$ cat config.mk
export PLATFORM = sky130hd
export DESIGN_NAME = nx_msg_distributor_flat
export DESIGN_NICKNAME = d
export VERILOG_FILES = /design/src/rtl/nx_msg_distributor_pkg.sv /design/src/rtl/nx_msg_distributor_if.sv /design/src/rtl/nx_dist_port.sv /design/src/rtl/nx_msg_distributor.sv /design/src/flat_wrapper.sv
export SDC_FILE = /design/constraint.sdc
export NUM_CORES = 1
export LEC_CHECK = 0
export CELL_PAD_IN_SITES_DETAIL_PLACEMENT = 2
export CELL_PAD_IN_SITES_GLOBAL_PLACEMENT = 2
export CORE_AREA = 4 4 139 141
export DETAILED_ROUTE_END_ITERATION = 12
export DIE_AREA = 0 0 143 145
export DONT_BUFFER_PORTS = 1
export PLACE_DENSITY_LB_ADDON = 0.05
export SYNTH_ARGS = -nofsm -noshare
export SYNTH_HDL_FRONTEND = slang
export SYNTH_SLANG_ARGS = --single-unit
$ cat constraint.sdc
create_clock -name clk_i -period 5.1 [get_ports clk_i]
set_input_delay 1.02 -clock clk_i [delete_from_list [all_inputs] [get_ports clk_i]]
set_output_delay 1.02 -clock clk_i [all_outputs]
set_load 0.02 [all_outputs]
$ cat src/rtl/nx_msg_distributor_pkg.sv
// ============================================================================
// Module   : nx_msg_distributor_pkg
// Purpose  : Shared direction type and direction count for the distributor.
// Revision : 1.0 - initial release
// ============================================================================
`default_nettype none

package nx_msg_distributor_pkg;

    // Bit order matches the decoder's send-direction mask.
    typedef enum logic [1:0] {
        DIRX_NORTH = 2'd0,
        DIRX_EAST  = 2'd1,
        DIRX_SOUTH = 2'd2,
        DIRX_WEST  = 2'd3
    } nx_direction_t;

    localparam int NX_DIRECTIONS = 4;

endpackage

`default_nettype wire

$ cat src/rtl/nx_msg_distributor_if.sv
// ============================================================================
// Module   : nx_msg_distributor_if
// Purpose  : Bypass/emit input streams and four-way outbound stream bundle.
// Revision : 1.0 - initial release
// ============================================================================
`default_nettype none

interface nx_msg_distributor_if #(
    parameter int STREAM_WIDTH = 32
);
    import nx_msg_distributor_pkg::*;

    logic [STREAM_WIDTH-1:0]               bypass_data_i;
    nx_direction_t                         bypass_dir_i;
    logic                                  bypass_valid_i;
    logic                                  bypass_ready_o;
    logic [STREAM_WIDTH-1:0]               emit_data_i;
    nx_direction_t                         emit_dir_i;
    logic                                  emit_valid_i;
    logic                                  emit_ready_o;
    logic [NX_DIRECTIONS*STREAM_WIDTH-1:0] dist_data_o;
    logic [NX_DIRECTIONS-1:0]              dist_valid_o;
    logic [NX_DIRECTIONS-1:0]              dist_ready_i;

    modport master (
        output bypass_data_i, bypass_dir_i, bypass_valid_i,
        output emit_data_i, emit_dir_i, emit_valid_i,
        output dist_ready_i,
        input  bypass_ready_o, emit_ready_o, dist_data_o, dist_valid_o
    );

    modport slave (
        input  bypass_data_i, bypass_dir_i, bypass_valid_i,
        input  emit_data_i, emit_dir_i, emit_valid_i,
        input  dist_ready_i,
        output bypass_ready_o, emit_ready_o, dist_data_o, dist_valid_o
    );

endinterface

`default_nettype wire

$ cat src/rtl/nx_dist_port.sv
// ============================================================================
// Module   : nx_dist_port
// Purpose  : One outbound direction: output register, free logic and 2-way
//            bypass/emit arbiter. NX_DIST_ROUND_ROBIN_EN adds a toggling
//            priority pointer; otherwise bypass always wins.
// Revision : 1.0 - initial release
// ============================================================================
`default_nettype none

module nx_dist_port #(
    parameter int STREAM_WIDTH = 32
) (
    input  wire logic                    clk,
    input  wire logic                    rst,
    input  wire logic                    byp_valid,
    input  wire logic                    byp_hit,
    input  wire logic [STREAM_WIDTH-1:0] byp_data,
    input  wire logic                    emit_valid,
    input  wire logic                    emit_hit,
    input  wire logic [STREAM_WIDTH-1:0] emit_data,
    input  wire logic                    out_ready,
    output logic                         byp_grant,
    output logic                         emit_grant,
    output logic [STREAM_WIDTH-1:0]      out_data,
    output logic                         out_valid
);

    logic                    r_valid;
    logic [STREAM_WIDTH-1:0] r_data;
    logic                    w_free;
    logic                    w_conflict;
    logic                    w_emit_favoured;
    logic                    w_load_byp;
    logic                    w_load_emit;

    assign w_free     = !r_valid || out_ready;
    assign w_conflict = byp_valid && byp_hit && emit_valid && emit_hit;

`ifdef NX_DIST_ROUND_ROBIN_EN
    logic r_ptr;

    // Pointer moves only when a real conflict is resolved, giving alternation.
    always_ff @(posedge clk) begin
        if (rst) begin
            r_ptr <= 1'b0;
        end else if (w_free && w_conflict) begin
            r_ptr <= !r_ptr;
        end
    end

    assign w_emit_favoured = r_ptr;
`else
    assign w_emit_favoured = 1'b0;
`endif

    // Each grant looks only at the competing source's valid, never its own.
    assign byp_grant  = w_free && byp_hit  && !(emit_valid && emit_hit && w_emit_favoured);
    assign emit_grant = w_free && emit_hit && !(byp_valid && byp_hit && !w_emit_favoured);

    assign w_load_byp  = byp_valid && byp_grant;
    assign w_load_emit = emit_valid && emit_grant;

    always_ff @(posedge clk) begin
        if (rst) begin
            r_valid <= 1'b0;
            r_data  <= '0;
        end else begin
            if (w_load_byp) begin
                r_data <= byp_data;
            end else if (w_load_emit) begin
                r_data <= emit_data;
            end
            if (w_load_byp || w_load_emit) begin
                r_valid <= 1'b1;
            end else if (out_ready) begin
                r_valid <= 1'b0;
            end
        end
    end

    assign out_data  = r_data;
    assign out_valid = r_valid;

endmodule

`default_nettype wire

$ cat src/rtl/nx_msg_distributor.sv
// ============================================================================
// Module   : nx_msg_distributor
// Purpose  : Merges decoder bypass and encoder emit streams and steers each
//            message to a registered N/E/S/W port. Optional round-robin
//            arbitration via NX_DIST_ROUND_ROBIN_EN.
// Revision : 1.0 - initial release
// ============================================================================
`default_nettype none

module nx_msg_distributor
    import nx_msg_distributor_pkg::*;
#(
    parameter int STREAM_WIDTH = 32
) (
    input  wire logic            clk_i,
    input  wire logic            rst_i,
    output logic                 idle_o,
    nx_msg_distributor_if.slave  bus
);

    logic [NX_DIRECTIONS-1:0] w_byp_grant;
    logic [NX_DIRECTIONS-1:0] w_emit_grant;

    generate
        for (genvar d = 0; d < NX_DIRECTIONS; d++) begin : g_port
            nx_dist_port #(
                .STREAM_WIDTH (STREAM_WIDTH)
            ) u_port (
                .clk        (clk_i),
                .rst        (rst_i),
                .byp_valid  (bus.bypass_valid_i),
                .byp_hit    (bus.bypass_dir_i == nx_direction_t'(d)),
                .byp_data   (bus.bypass_data_i),
                .emit_valid (bus.emit_valid_i),
                .emit_hit   (bus.emit_dir_i == nx_direction_t'(d)),
                .emit_data  (bus.emit_data_i),
                .out_ready  (bus.dist_ready_i[d]),
                .byp_grant  (w_byp_grant[d]),
                .emit_grant (w_emit_grant[d]),
                .out_data   (bus.dist_data_o[d*STREAM_WIDTH +: STREAM_WIDTH]),
                .out_valid  (bus.dist_valid_o[d])
            );
        end
    endgenerate

    // Only the addressed port can grant, so OR-reduction selects it.
    assign bus.bypass_ready_o = |w_byp_grant;
    assign bus.emit_ready_o   = |w_emit_grant;

    assign idle_o = !(|bus.dist_valid_o) && !bus.bypass_valid_i && !bus.emit_valid_i;

endmodule

`default_nettype wire

$ cat src/flat_wrapper.sv
// flat-port wrapper written by rule: the top's interface ports become plain ports
module nx_msg_distributor_flat import nx_msg_distributor_pkg::*;
#(
    parameter int STREAM_WIDTH = 32
)
  (clk_i, rst_i, idle_o, bus_bypass_data_i, bus_bypass_dir_i, bus_bypass_valid_i, bus_emit_data_i, bus_emit_dir_i, bus_emit_valid_i, bus_dist_ready_i, bus_bypass_ready_o, bus_emit_ready_o, bus_dist_data_o, bus_dist_valid_o);
  nx_msg_distributor_if #(.STREAM_WIDTH(STREAM_WIDTH)) bus_i ();
  input  wire logic clk_i;
  input  wire logic rst_i;
  output logic idle_o;
  input wire logic [$bits(bus_i.bypass_data_i)-1:0] bus_bypass_data_i;
  input wire logic [$bits(bus_i.bypass_dir_i)-1:0] bus_bypass_dir_i;
  input wire logic [$bits(bus_i.bypass_valid_i)-1:0] bus_bypass_valid_i;
  input wire logic [$bits(bus_i.emit_data_i)-1:0] bus_emit_data_i;
  input wire logic [$bits(bus_i.emit_dir_i)-1:0] bus_emit_dir_i;
  input wire logic [$bits(bus_i.emit_valid_i)-1:0] bus_emit_valid_i;
  input wire logic [$bits(bus_i.dist_ready_i)-1:0] bus_dist_ready_i;
  output wire logic [$bits(bus_i.bypass_ready_o)-1:0] bus_bypass_ready_o;
  output wire logic [$bits(bus_i.emit_ready_o)-1:0] bus_emit_ready_o;
  output wire logic [$bits(bus_i.dist_data_o)-1:0] bus_dist_data_o;
  output wire logic [$bits(bus_i.dist_valid_o)-1:0] bus_dist_valid_o;
  assign bus_i.bypass_data_i = bus_bypass_data_i;
  assign bus_i.bypass_dir_i = bus_bypass_dir_i;
  assign bus_i.bypass_valid_i = bus_bypass_valid_i;
  assign bus_i.emit_data_i = bus_emit_data_i;
  assign bus_i.emit_dir_i = bus_emit_dir_i;
  assign bus_i.emit_valid_i = bus_emit_valid_i;
  assign bus_i.dist_ready_i = bus_dist_ready_i;
  assign bus_bypass_ready_o = bus_i.bypass_ready_o;
  assign bus_emit_ready_o = bus_i.emit_ready_o;
  assign bus_dist_data_o = bus_i.dist_data_o;
  assign bus_dist_valid_o = bus_i.dist_valid_o;
  nx_msg_distributor #(.STREAM_WIDTH(STREAM_WIDTH)) u_core (.clk_i(clk_i), .rst_i(rst_i), .idle_o(idle_o), .bus(bus_i));
endmodule
==> out/metrics.cfg <==
[detailed_routing]
num_vias=7109
wl_um=32070
drtPass1Iterations=5
avgRoutedWirePerCell_um=33.58
drc=0
via_per_inst=7.444
drtAntennaViolNets=0
drt_iter0_markers=410

[global_route]
grt_max_degree=133
antenna_found_initial=0
grt_pass1_vias=7472
overflow=0
grt_pass1_wl_um=48380
grt_use_total_pct=29.93

[worst_setup_path]
required_ps=4080
arrival_ps=2600
worstSetupStartpointType=input port
critPathMaxFanout=36
worstSetupPathType=in -> out
worst_setup_path_end_kind=output pin

[power_and_ir_drop]
p_clk_share_pct=47.9
vdd_drop_max_uv=249.9
leakage_uw=0.002148
seq_power_share_pct=43.2
power-per-cell-area_nw_per_um2=390.1
p_comb_share_pct=8.9
p_int_uw=2084
power.share.switching_pct=28.33
p_sw_uw=824.0

[sta]
fmax_ghz=0.2764
fin_tns_setup_ps=0
min_period_over_period_pct=70.94
skew_ps=8.196
slew_violations=0
hold_violations=0
setup_viol=0
rsz0062_at_grt=no
max_slew_margin_pct=14.91
tightestPinTransition_ps=1274
fin_crit_ps=3618

[logic_synthesis]
yosysWarnings=0
postSynthCellCount=820
synthAdderAreaFrac_pct=0
synth_top_family_by_area=compound AO/OA/AOI/OAI gates
synth_nets=896
synth_area_um2=6925
avgSynthCellArea_um2=8.446
synth-simple-area-share_pct=24.55
synthMuxAreaShare_pct=0.4697
ys_ff_latch=132
synth_seq_area_share_pct=38.16
synth_compound_area_share_pct=28.44
synthXorXnorAreaFrac_pct=0.1265
synth_cell_types=29

[cts]
cts_num_sinks=132
cts_tree=yes
numCtsBuffers=17
cts_root_buffer=clkbuf_16
cts_setup_buffers=0
cts_hold_buf=0
worstSkewPairLatency_ps=430
cts-resized-gates=0
cts_max_level=4
clock_path_buffers=2
path_clk_slew_ps=60

[floorplan]
dieArea_um2=20740
io_pins=211
die_h_um=145
start_util_pct=38.55
num_rows=49
die_w_um=143
coreArea_um2=17960

[flow_run]
maxCapViolations=0

[placed_design]
routabilityCongestion=0.8169
dp.cells=923
numPortBuffers=0
hpwl_um=18810

[final_layout]
fin_cells=955
diodes=0
n_fill_cell=1946
area_growth_pct=7.660
drive_above_1_share_pct=8.540
nNetsFinal=789
ff_latch_area_um2=2643
multi_input_area_um2=3782

[worst_hold_path]
min_path_type=reg -> reg

[run_status]
status=finished clean

-- logic make-up (layout without fill, tap and decap cells) --
family,after synthesis,count (layout)
AOI/OAI and AO/OA,263,263
xor gates and xnor gates,1,1
buffers and inverters,138,44
DFF,132,132
muxes,2,2
and+or+nand+nor,284,284
-- synth_stat cells, drive strengths merged --
master,instances,area [um2]
a21oi,1,5.000
a311oi,128,1121
a31oi,4,25.02
a32oi,1,8.760
and2,1,6.260
buf,22,136.4
clkbuf,115,431.7
dfxtp,132,2643
inv,1,3.750
mux2i,1,10.01
mux4,1,22.52
nand2,1,3.750
nand2b,9,56.30
nand3,3,15.01
nand3b,3,22.52
nand4,96,600.6
nor2b,6,37.54
nor3,129,645.6
nor3b,1,7.510
o21ai,64,320.3
o31ai,64,480.5
o32ai,1,8.760
or3b,34,297.8
or4,1,7.510
xor2,1,8.760
-- cell type report --
class	count	area share (%)
tap	229	3.843
clock buffer	19	6.075
clock inverter	13	2.752
multi-input combinational	550	50.73
timing repair buffer	11	1.108
inverter	1	0.05034
sequential	132	35.44
-- placed cells by master, fill, tap and decap left out, types with 2 or more instances in the layout --
cell,n
buf_4,11
nor2b_4,6
clkinvlp_4,3
clkinv_2,3
bufinv_16,5
o21ai_0,44
o21ai_1,20
nand2b_2,8
or3b_1,33
nand3b_1,3
nand3_1,2
nand4_1,96
a31oi_1,4
a311oi_1,128
clkbuf_8,2
clkbuf_16,17
nor3_1,129
o31ai_1,64
dfxtp_1,132
clkinv_4,2
-- through the flow --
stage | hold WS, ps | power [uW] | cell area (um2) | utilization [%] | setup WS, ps
final | 597.4 | 2908 | 7456 | 41.51 | 1482
after CTS | 602.6 | 2927 | 7456 | 41.51 | 1463
after floorplan | 546.4 | 1472 | 6925 | - | 1768
after global routing | 627.2 | 3008 | 7456 | 41.51 | 1362
after global placement | 584.8 | 1521 | 6798 | 37.84 | 1532
after detailed placement | 592.1 | 1538 | 6798 | 37.84 | 1488
-- final timing paths --
check / from / to / slack [ps] / cells after the start
max: bus_dist_ready_i[1] / bus_emit_ready_o / 1480 / 3
min: u_core.g_port[3].u_port.out_data[20]$_SDFFE_PP0P_ / u_core.g_port[3].u_port.out_data[20]$_SDFFE_PP0P_ / 600 / 2
max reg2reg: u_core.g_port[0].u_port.out_valid$_SDFFE_PP0P_ / u_core.g_port[0].u_port.out_data[3]$_SDFFE_PP0P_ / 2490 / 4
min reg2reg: u_core.g_port[3].u_port.out_data[20]$_SDFFE_PP0P_ / u_core.g_port[3].u_port.out_data[20]$_SDFFE_PP0P_ / 600 / 2
-- layer usage --
metal | part of all wire [%] | global-route usage, % | wire length [um]
met5 | 0 | 0 | 0
met4 | 2.4 | 10.12 | 781
met3 | 9.4 | 10.23 | 3012
met2 | 48 | 48.21 | 15360
met1 | 40 | 37.31 | 12910
-- critical path, stage by stage --
cell and delay (ps):
nand2b_2 690, mux2i_1 180, o32ai_1 710
-- registers in the layout (all words and copies together), names as in the netlist --
signal                          flops
u_core.g_port.u_port.out_valid      4
u_core.g_port.u_port.out_data     128
-- power groups by stage --
stage / registers [uW] / clock network (uW) / logic (uW)
after floorplan: 1240 / 0 / 228
after global placement: 1280 / 0 / 243
after detailed placement: 1280 / 0 / 259
after CTS: 1260 / 1410 / 260
after global routing: 1260 / 1460 / 285
final: 1260 / 1390 / 260
Note: power is estimated with default switching activity, not from simulation.
